$ cat config.mk
export PLATFORM = sky130hd
export DESIGN_NAME = bnn_infer_ctrl_flat
export DESIGN_NICKNAME = d
export VERILOG_FILES = /design/src/rtl/bnn_infer_ctrl_if.sv /design/src/rtl/bnn_infer_ctrl.sv /design/src/flat_wrapper.sv
export SDC_FILE = /design/constraint.sdc
export NUM_CORES = 2
export LEC_CHECK = 0
export ABC_AREA = 1
export CORE_AREA = 2 2 358 360
export DETAILED_ROUTE_END_ITERATION = 16
export DIE_AREA = 0 0 360 362
export SYNTH_ARGS = -nofsm -noshare
export SYNTH_HDL_FRONTEND = slang
export SYNTH_SLANG_ARGS = --single-unit
export TNS_END_PERCENT = 50
$ cat constraint.sdc
create_clock -name clk_i -period 4.6 [get_ports clk_i]
set_input_delay 0.92 -clock clk_i [delete_from_list [all_inputs] [get_ports clk_i]]
set_output_delay 0.92 -clock clk_i [all_outputs]
set_load 0.01 [all_outputs]
$ cat src/rtl/bnn_infer_ctrl_if.sv
// Bundle of the row-load, BNN and result signals of bnn_infer_ctrl.
//
// Handshake rule for both the row port and the result port:
//   A beat transfers on a rising clk edge where valid && ready. The producer
//   raises valid without waiting for ready. Once valid is up, the producer
//   holds it and its data stable until that transfer edge. The consumer can
//   drive ready freely, and can hold it high before valid arrives.
//
// dbg_state and dbg_rowcnt mirror the controller FSM state and row counter.
// They let checkers observe sequencing without probing inside the block.
interface bnn_infer_ctrl_if #(
  parameter int ROWS    = 28,
  parameter int COLS    = 28,
  parameter int NCLASS  = 10,
  parameter int SCORE_W = 7,
  parameter int CLS_W   = 4
);
  localparam int ROW_W = (ROWS > 1) ? $clog2(ROWS) : 1;

  logic                        row_valid_i;
  logic                        row_ready_o;
  logic [COLS-1:0]             row_data_i;
  logic [ROWS*COLS-1:0]        image_o;
  logic [NCLASS*SCORE_W-1:0]   scores_i;
  logic                        res_valid_o;
  logic                        res_ready_i;
  logic [CLS_W-1:0]            class_o;
  logic [SCORE_W-1:0]          max_score_o;
  logic                        busy_o;
  logic [2:0]                  dbg_state;
  logic [ROW_W-1:0]            dbg_rowcnt;

  // Controller side
  modport slave (
    input  row_valid_i, row_data_i, scores_i, res_ready_i,
    output row_ready_o, image_o, res_valid_o, class_o, max_score_o, busy_o,
           dbg_state, dbg_rowcnt
  );

  // Row source / result consumer / BNN side
  modport master (
    output row_valid_i, row_data_i, scores_i, res_ready_i,
    input  row_ready_o, image_o, res_valid_o, class_o, max_score_o, busy_o,
           dbg_state, dbg_rowcnt
  );
endinterface

$ cat src/rtl/bnn_infer_ctrl.sv
// Sequencer in front of a combinational BNN datapath.
// The controller loads an image one row per beat, then holds the image for
// SETTLE_CYCLES so the BNN can settle as a multicycle path. It then captures
// the class scores and scans them for the argmax, one class per cycle. It
// returns the winning class and its score on the result port.
module bnn_infer_ctrl #(
  parameter int ROWS          = 28,
  parameter int COLS          = 28,
  parameter int NCLASS        = 10,
  parameter int SCORE_W       = 7,
  parameter int SETTLE_CYCLES = 8,
  parameter int CLS_W         = 4
) (
  input  logic              clk_i,
  input  logic              rst_i,
  bnn_infer_ctrl_if.slave   bus
);

  localparam int ROW_W = (ROWS > 1) ? $clog2(ROWS) : 1;
  localparam int SET_W = (SETTLE_CYCLES > 1) ? $clog2(SETTLE_CYCLES) : 1;

  typedef enum logic [2:0] {
    S_LOAD    = 3'd0,
    S_SETTLE  = 3'd1,
    S_CAPTURE = 3'd2,
    S_ARGMAX  = 3'd3,
    S_DONE    = 3'd4
  } state_t;

  state_t                state_q;
  logic [ROW_W-1:0]      rowcnt_q;
  logic [SET_W-1:0]      settle_q;
  logic [CLS_W-1:0]      k_q;
  logic [SCORE_W-1:0]    best_q;
  logic [CLS_W-1:0]      best_idx_q;
  logic [ROWS*COLS-1:0]  image_q;
  logic [SCORE_W-1:0]    score_q [NCLASS];
  logic [CLS_W-1:0]      class_q;
  logic [SCORE_W-1:0]    max_q;
  logic                  res_valid_q;
  logic                  busy_q;

  logic [SCORE_W-1:0]    cur_score;
  logic                  take;
  logic [SCORE_W-1:0]    next_best;
  logic [CLS_W-1:0]      next_idx;

  // Compare step of the argmax scan. The comparison is strict, so on a tie
  // the earlier (lower) index keeps the lead.
  always_comb begin
    cur_score = score_q[k_q];
    take      = (cur_score > best_q);
    next_best = take ? cur_score : best_q;
    next_idx  = take ? k_q : best_idx_q;
  end

  // Controller FSM. This block holds all state and registered outputs.
  always_ff @(posedge clk_i) begin
    if (rst_i) begin
      state_q     <= S_LOAD;
      rowcnt_q    <= '0;
      settle_q    <= '0;
      k_q         <= '0;
      best_q      <= '0;
      best_idx_q  <= '0;
      image_q     <= '0;
      class_q     <= '0;
      max_q       <= '0;
      res_valid_q <= 1'b0;
      busy_q      <= 1'b0;
      for (int i = 0; i < NCLASS; i++) score_q[i] <= '0;
    end else begin
      case (state_q)
        S_LOAD: begin
          // The previous image stays in place and is overwritten row by row.
          if (bus.row_valid_i) begin
            image_q[rowcnt_q*COLS +: COLS] <= bus.row_data_i;
            if (rowcnt_q == ROW_W'(ROWS - 1)) begin
              rowcnt_q <= '0;
              settle_q <= '0;
              busy_q   <= 1'b1;
              state_q  <= S_SETTLE;
            end else begin
              rowcnt_q <= rowcnt_q + 1'b1;
            end
          end
        end
        S_SETTLE: begin
          // The image is frozen. Wait out the BNN combinational delay.
          if (settle_q == SET_W'(SETTLE_CYCLES - 1)) begin
            state_q <= S_CAPTURE;
          end else begin
            settle_q <= settle_q + 1'b1;
          end
        end
        S_CAPTURE: begin
          for (int i = 0; i < NCLASS; i++) begin
            score_q[i] <= bus.scores_i[i*SCORE_W +: SCORE_W];
          end
          best_q     <= bus.scores_i[0 +: SCORE_W];
          best_idx_q <= '0;
          k_q        <= CLS_W'(1);
          state_q    <= S_ARGMAX;
        end
        S_ARGMAX: begin
          best_q     <= next_best;
          best_idx_q <= next_idx;
          if (k_q == CLS_W'(NCLASS - 1)) begin
            class_q     <= next_idx;
            max_q       <= next_best;
            res_valid_q <= 1'b1;
            state_q     <= S_DONE;
          end else begin
            k_q <= k_q + 1'b1;
          end
        end
        S_DONE: begin
          // The result and image stay put until the consumer accepts.
          if (bus.res_ready_i) begin
            res_valid_q <= 1'b0;
            busy_q      <= 1'b0;
            state_q     <= S_LOAD;
          end
        end
        default: begin
          state_q <= S_LOAD;
        end
      endcase
    end
  end

  // While reset is held, gate ready so no beat is advertised.
  assign bus.row_ready_o = (state_q == S_LOAD) && !rst_i;
  assign bus.image_o     = image_q;
  assign bus.res_valid_o = res_valid_q;
  assign bus.class_o     = class_q;
  assign bus.max_score_o = max_q;
  assign bus.busy_o      = busy_q;
  assign bus.dbg_state   = state_q;
  assign bus.dbg_rowcnt  = rowcnt_q;

endmodule

$ cat src/flat_wrapper.sv
// flat-port wrapper written by rule: the top's interface ports become plain ports
module bnn_infer_ctrl_flat 
#(
  parameter int ROWS          = 28,
  parameter int COLS          = 28,
  parameter int NCLASS        = 10,
  parameter int SCORE_W       = 7,
  parameter int SETTLE_CYCLES = 8,
  parameter int CLS_W         = 4
)
  (clk_i, rst_i, bus_row_valid_i, bus_row_data_i, bus_scores_i, bus_res_ready_i, bus_row_ready_o, bus_image_o, bus_res_valid_o, bus_class_o, bus_max_score_o, bus_busy_o, bus_dbg_state, bus_dbg_rowcnt);
  bnn_infer_ctrl_if #(.ROWS(ROWS), .COLS(COLS), .NCLASS(NCLASS), .SCORE_W(SCORE_W), .CLS_W(CLS_W)) bus_i ();
  input  logic clk_i;
  input  logic rst_i;
  input wire logic [$bits(bus_i.row_valid_i)-1:0] bus_row_valid_i;
  input wire logic [$bits(bus_i.row_data_i)-1:0] bus_row_data_i;
  input wire logic [$bits(bus_i.scores_i)-1:0] bus_scores_i;
  input wire logic [$bits(bus_i.res_ready_i)-1:0] bus_res_ready_i;
  output wire logic [$bits(bus_i.row_ready_o)-1:0] bus_row_ready_o;
  output wire logic [$bits(bus_i.image_o)-1:0] bus_image_o;
  output wire logic [$bits(bus_i.res_valid_o)-1:0] bus_res_valid_o;
  output wire logic [$bits(bus_i.class_o)-1:0] bus_class_o;
  output wire logic [$bits(bus_i.max_score_o)-1:0] bus_max_score_o;
  output wire logic [$bits(bus_i.busy_o)-1:0] bus_busy_o;
  output wire logic [$bits(bus_i.dbg_state)-1:0] bus_dbg_state;
  output wire logic [$bits(bus_i.dbg_rowcnt)-1:0] bus_dbg_rowcnt;
  assign bus_i.row_valid_i = bus_row_valid_i;
  assign bus_i.row_data_i = bus_row_data_i;
  assign bus_i.scores_i = bus_scores_i;
  assign bus_i.res_ready_i = bus_res_ready_i;
  assign bus_row_ready_o = bus_i.row_ready_o;
  assign bus_image_o = bus_i.image_o;
  assign bus_res_valid_o = bus_i.res_valid_o;
  assign bus_class_o = bus_i.class_o;
  assign bus_max_score_o = bus_i.max_score_o;
  assign bus_busy_o = bus_i.busy_o;
  assign bus_dbg_state = bus_i.dbg_state;
  assign bus_dbg_rowcnt = bus_i.dbg_rowcnt;
  bnn_infer_ctrl #(.ROWS(ROWS), .COLS(COLS), .NCLASS(NCLASS), .SCORE_W(SCORE_W), .SETTLE_CYCLES(SETTLE_CYCLES), .CLS_W(CLS_W)) u_core (.clk_i(clk_i), .rst_i(rst_i), .bus(bus_i));
endmodule
==> impl_metrics.py <==
metrics = {
    "outcome": {
        "outcome": "finished, final reports clean",
    },
    "logic_synthesis": {
        "synth_warnings": 0,
        "synthDistinctLibCells": 55,
        "synth_nets": 6255,
        "synth_seq_area_share_pct": 45.0,
        "synth_flop_cell": "dfxtp_1",
        "syn_inst": 6125,
        "avgSynthCellArea_sq_um": 6.77,
        "syn_area_sq_um": 41500,
        "async_reset_ff_share_pct": 0,
        "synth-edff-count": 70,
        "synth_seq_cells": 897,
    },
    "timing": {
        "fin_setup_tns_ns": 0,
        "finalCritPeriodShare_pct": 98.2,
        "maxSlewHeadroom_pct": 29.9,
        "worst_slew_pin_slew_ns": 1.05,
        "rsz0062_at_grt": "true",
        "finalHoldViolations": 0,
        "fin_crit_ns": 4.52,
        "setup_viol": 0,
        "fin_skew_ns": 0.0770,
        "drv_slew": 0,
        "whs_ns": 0.445,
        "fmax_ghz": 0.221,
    },
    "floorplanning": {
        "die_h_um": 362,
        "fp.dieW_um": 360,
        "initial_utilization_pct": 32.7,
        "pin_count": 908,
        "core_area_sq_um": 127000,
        "rows": 131,
        "dieArea_sq_um": 130000,
    },
    "worst_setup_path": {
        "r2r-start": "u_core.bus.dbg_rowcnt[0]",
        "worst_path_max_delay_cell": "inv_2",
        "worstPathCellList": "fa_1, ha_1, fa_1, inv_1, nand2_1, nor2_1, nand2_1, nor2_2, ha_1, inv_1, nor2_1, inv_2, nor2_4, inv_2, nand2_1, nand2_1, o21ai_0, nor2_1",
        "critPathBufInv": 4,
        "path_class": "reg -> reg",
        "cp_common_cell": "nand2_1",
        "cp_top_family": "adder cells",
        "worstPathArrival_ns": 5.17,
        "max_stage_delay_ns": 0.73,
        "r2r_slack_ns": 0.08,
        "r2r.worst_path.cells": 18,
        "endpoint_kind": "register",
        "cp-start-kind": "register",
        "required_ns": 5.25,
        "worstReg2RegEnd": "u_core.bus.image_o[282]",
        "cp_max_fo": 19,
    },
    "final_layout": {
        "layout_common_cells": "nand2_1, nor2_1, clkdlybuf4s50_1",
        "nets": 7132,
        "layout_commonest_cell": "nand2_1",
        "area_growth_pct": 35.9,
        "final_cells": 8743,
        "drive_gt1_share_pct": 6.46,
        "fillCellCount": 13000,
    },
    "power_and_ir_drop": {
        "peakVddDrop_v": 0.000357,
        "powerDensity_nw_per_um2": 448,
        "power.leakage_nw": 23.8,
    },
    "run": {
        "maxCapViolCount": 0,
    },
    "global_routing": {
        "grt_pass1_vias": 40900,
        "antenna_found_initial": 16,
        "grt.overflow.total": 0,
        "grt_pass1_wl_mm": 286,
        "grt_usage_pct": 29.8,
        "grt_max_degree": 223,
    },
    "placed_design": {
        "dpl.hpwl_mm": 154,
        "port_buffers": 907,
        "placed_cells": 8554,
        "gp_congestion": 0.980,
    },
    "drt": {
        "dr.pass1.iters": 6,
        "drt_wl_total_mm": 202,
        "vias": 44100,
        "vias_per_cell": 5.04,
        "drt_iter0_drc": 4462,
        "drc_errors": 0,
        "wl_per_cell_um": 23.1,
        "drtAntennaViolNets": 0,
    },
    "clock_network": {
        "cts.sinks": 897,
        "clkTransAtPathRegs_ns": 0.06,
        "cts_tree": "built",
        "numCtsBuffers": 100,
        "htree_levels": 3,
        "cts_buffer_depth": 3,
        "clock_latency_ns": 0.76,
        "cts-root-buf": "clkbuf_16",
    },
    "min_path": {
        "hold_depth": 2,
        "hold_path_end": "u_core.bus.image_o[485]",
        "hold_class": "reg -> reg",
        "hp-start": "u_core.bus.image_o[485]",
    },
}
## routing by layer
metal  vias to the layer above  routed length [um]  GRT usage [%]
li1                      21200                   -              -
met1                     20600               79900           35.4
met2                      1870               94900           49.9
met3                       415               16400           7.49
met4                        22               10700           15.0
met5                         -                 144              0
## power by group
| part | leakage (nW) | switching, mW | internal (mW) | total [mW] |
|---|---|---|---|---|
| Clock | 1.60 | 3.49 | 4.62 | 8.11 |
| Combinational | 14.8 | 6.54 | 2.19 | 8.73 |
| Sequential | 7.39 | 0.230 | 8.19 | 8.42 |
| Total | 23.8 | 10.3 | 15.0 | 25.3 |
## layout make-up
| cell class | instances | area (sq um) | area share [%] |
|---|---|---|---|
| inverters | 733 | 2780 | 4.93 |
| clock inverters | 32 | 404 | 0.717 |
| diodes | 6 | 15.0 | 0.0266 |
| multi-input cells | 4211 | 19100 | 33.9 |
| clock buffers | 143 | 2870 | 5.08 |
| flip-flops and latches | 897 | 18700 | 33.1 |
| well taps | 1662 | 2080 | 3.69 |
| repair buffers | 1059 | 10500 | 18.5 |
## synth_stat cells, drive strengths merged, types with 4 or more instances
master | instances | area, sq um
o21ai | 529 | 2670
dfxtp | 827 | 16600
o22ai | 12 | 75.1
clkbuf | 167 | 627
nand2 | 1352 | 5130
fa | 5 | 100
nor3 | 53 | 312
nor3b | 17 | 128
nand3 | 351 | 1780
a22oi | 4 | 40.0
a21oi | 389 | 1950
and2 | 5 | 31.3
edfxtp | 70 | 2100
nand4 | 114 | 744
or2 | 4 | 25.0
ha | 23 | 288
nor2 | 1264 | 4920
inv | 730 | 2740
o211ai | 26 | 195
o21a | 9 | 67.6
nand3b | 8 | 60.1
buf | 117 | 554
a211oi | 4 | 30.0
mux2i | 17 | 170
o21bai | 12 | 90.1
## cell families (layout without fill, tap and decap cells)
group | count (synthesis) | in the layout | synth area share, %
compound gates | 994 | 994 | 12.5
flops | 897 | 897 | 45.0
other cells | 0 | 6 | 0
xor+xnor | 1 | 1 | 0.0211
simple gates | 3171 | 3171 | 31.7
mux | 17 | 17 | 0.410
buf+inv | 1017 | 1967 | 9.49
fa+ha+maj | 28 | 28 | 0.935
## registers in the layout, summed over array words and instances (netlist names), named ones only
| register | cells |
|---|---|
| u_core.score_q | 70 |
| u_core.bus.busy_o | 1 |
| u_core.bus.image_o | 784 |
| u_core.bus.res_valid_o | 1 |
| u_core.bus.dbg_state | 3 |
| u_core.settle_q | 3 |
| u_core.best_idx_q | 4 |
| u_core.bus.max_score_o | 7 |
| u_core.bus.class_o | 4 |
| u_core.k_q | 4 |
| u_core.best_q | 7 |
| u_core.bus.dbg_rowcnt | 5 |
## how the worst max path moves through the flow
stage | start | to | slack, ns | cells past startpoint
global placement | u_core.bus.dbg_rowcnt[0] | u_core.bus.image_o[783] | -0.04 | 17
CTS | u_core.bus.dbg_rowcnt[0] | u_core.bus.image_o[223] | 0.03 | 16
detailed placement | u_core.bus.dbg_rowcnt[0] | u_core.bus.image_o[783] | -0.05 | 17
finish | u_core.bus.dbg_rowcnt[0] | u_core.bus.image_o[282] | 0.08 | 18
floorplan | u_core.bus.dbg_rowcnt[2] | u_core.bus.image_o[236] | 0.45 | 17
global route | u_core.bus.dbg_rowcnt[0] | u_core.bus.image_o[282] | -0.08 | 18
## worst register-to-register path: cells and delay by family, from the launching register on
family / cells / cell delay, ns
and+or+nand+nor: 9 / 1.24
AOI/OAI and AO/OA: 1 / 0.12
DFF: 1 / 0.34
adders and majority gates: 4 / 1.51
buffers and inverters: 4 / 1.18
## metrics by stage
stage               utilization, %  power (mW)  instance area [sq um]  worst slack (ns)
CTS                           44.3        25.1                  56100            0.0312
global placement              41.7        17.0                  52900           -0.0415
finish                        44.5        25.3                  56400            0.0845
global route                  44.5        26.2                  56400           -0.0838
detailed placement            41.7        17.0                  52900           -0.0496
floorplan                        -        12.8                  41500             0.452
## what timing repair did
item / CTS / global route
setup buffers: 0 / 8
pin swaps: 0 / 6
hold buffers: 0 / 0
resized for setup: 1 / 47
endpoints found under the setup margin: 11 / 306
hold endpoints to repair: 0 / 0
No activity file was read; power rests on OpenSTA's default activity.
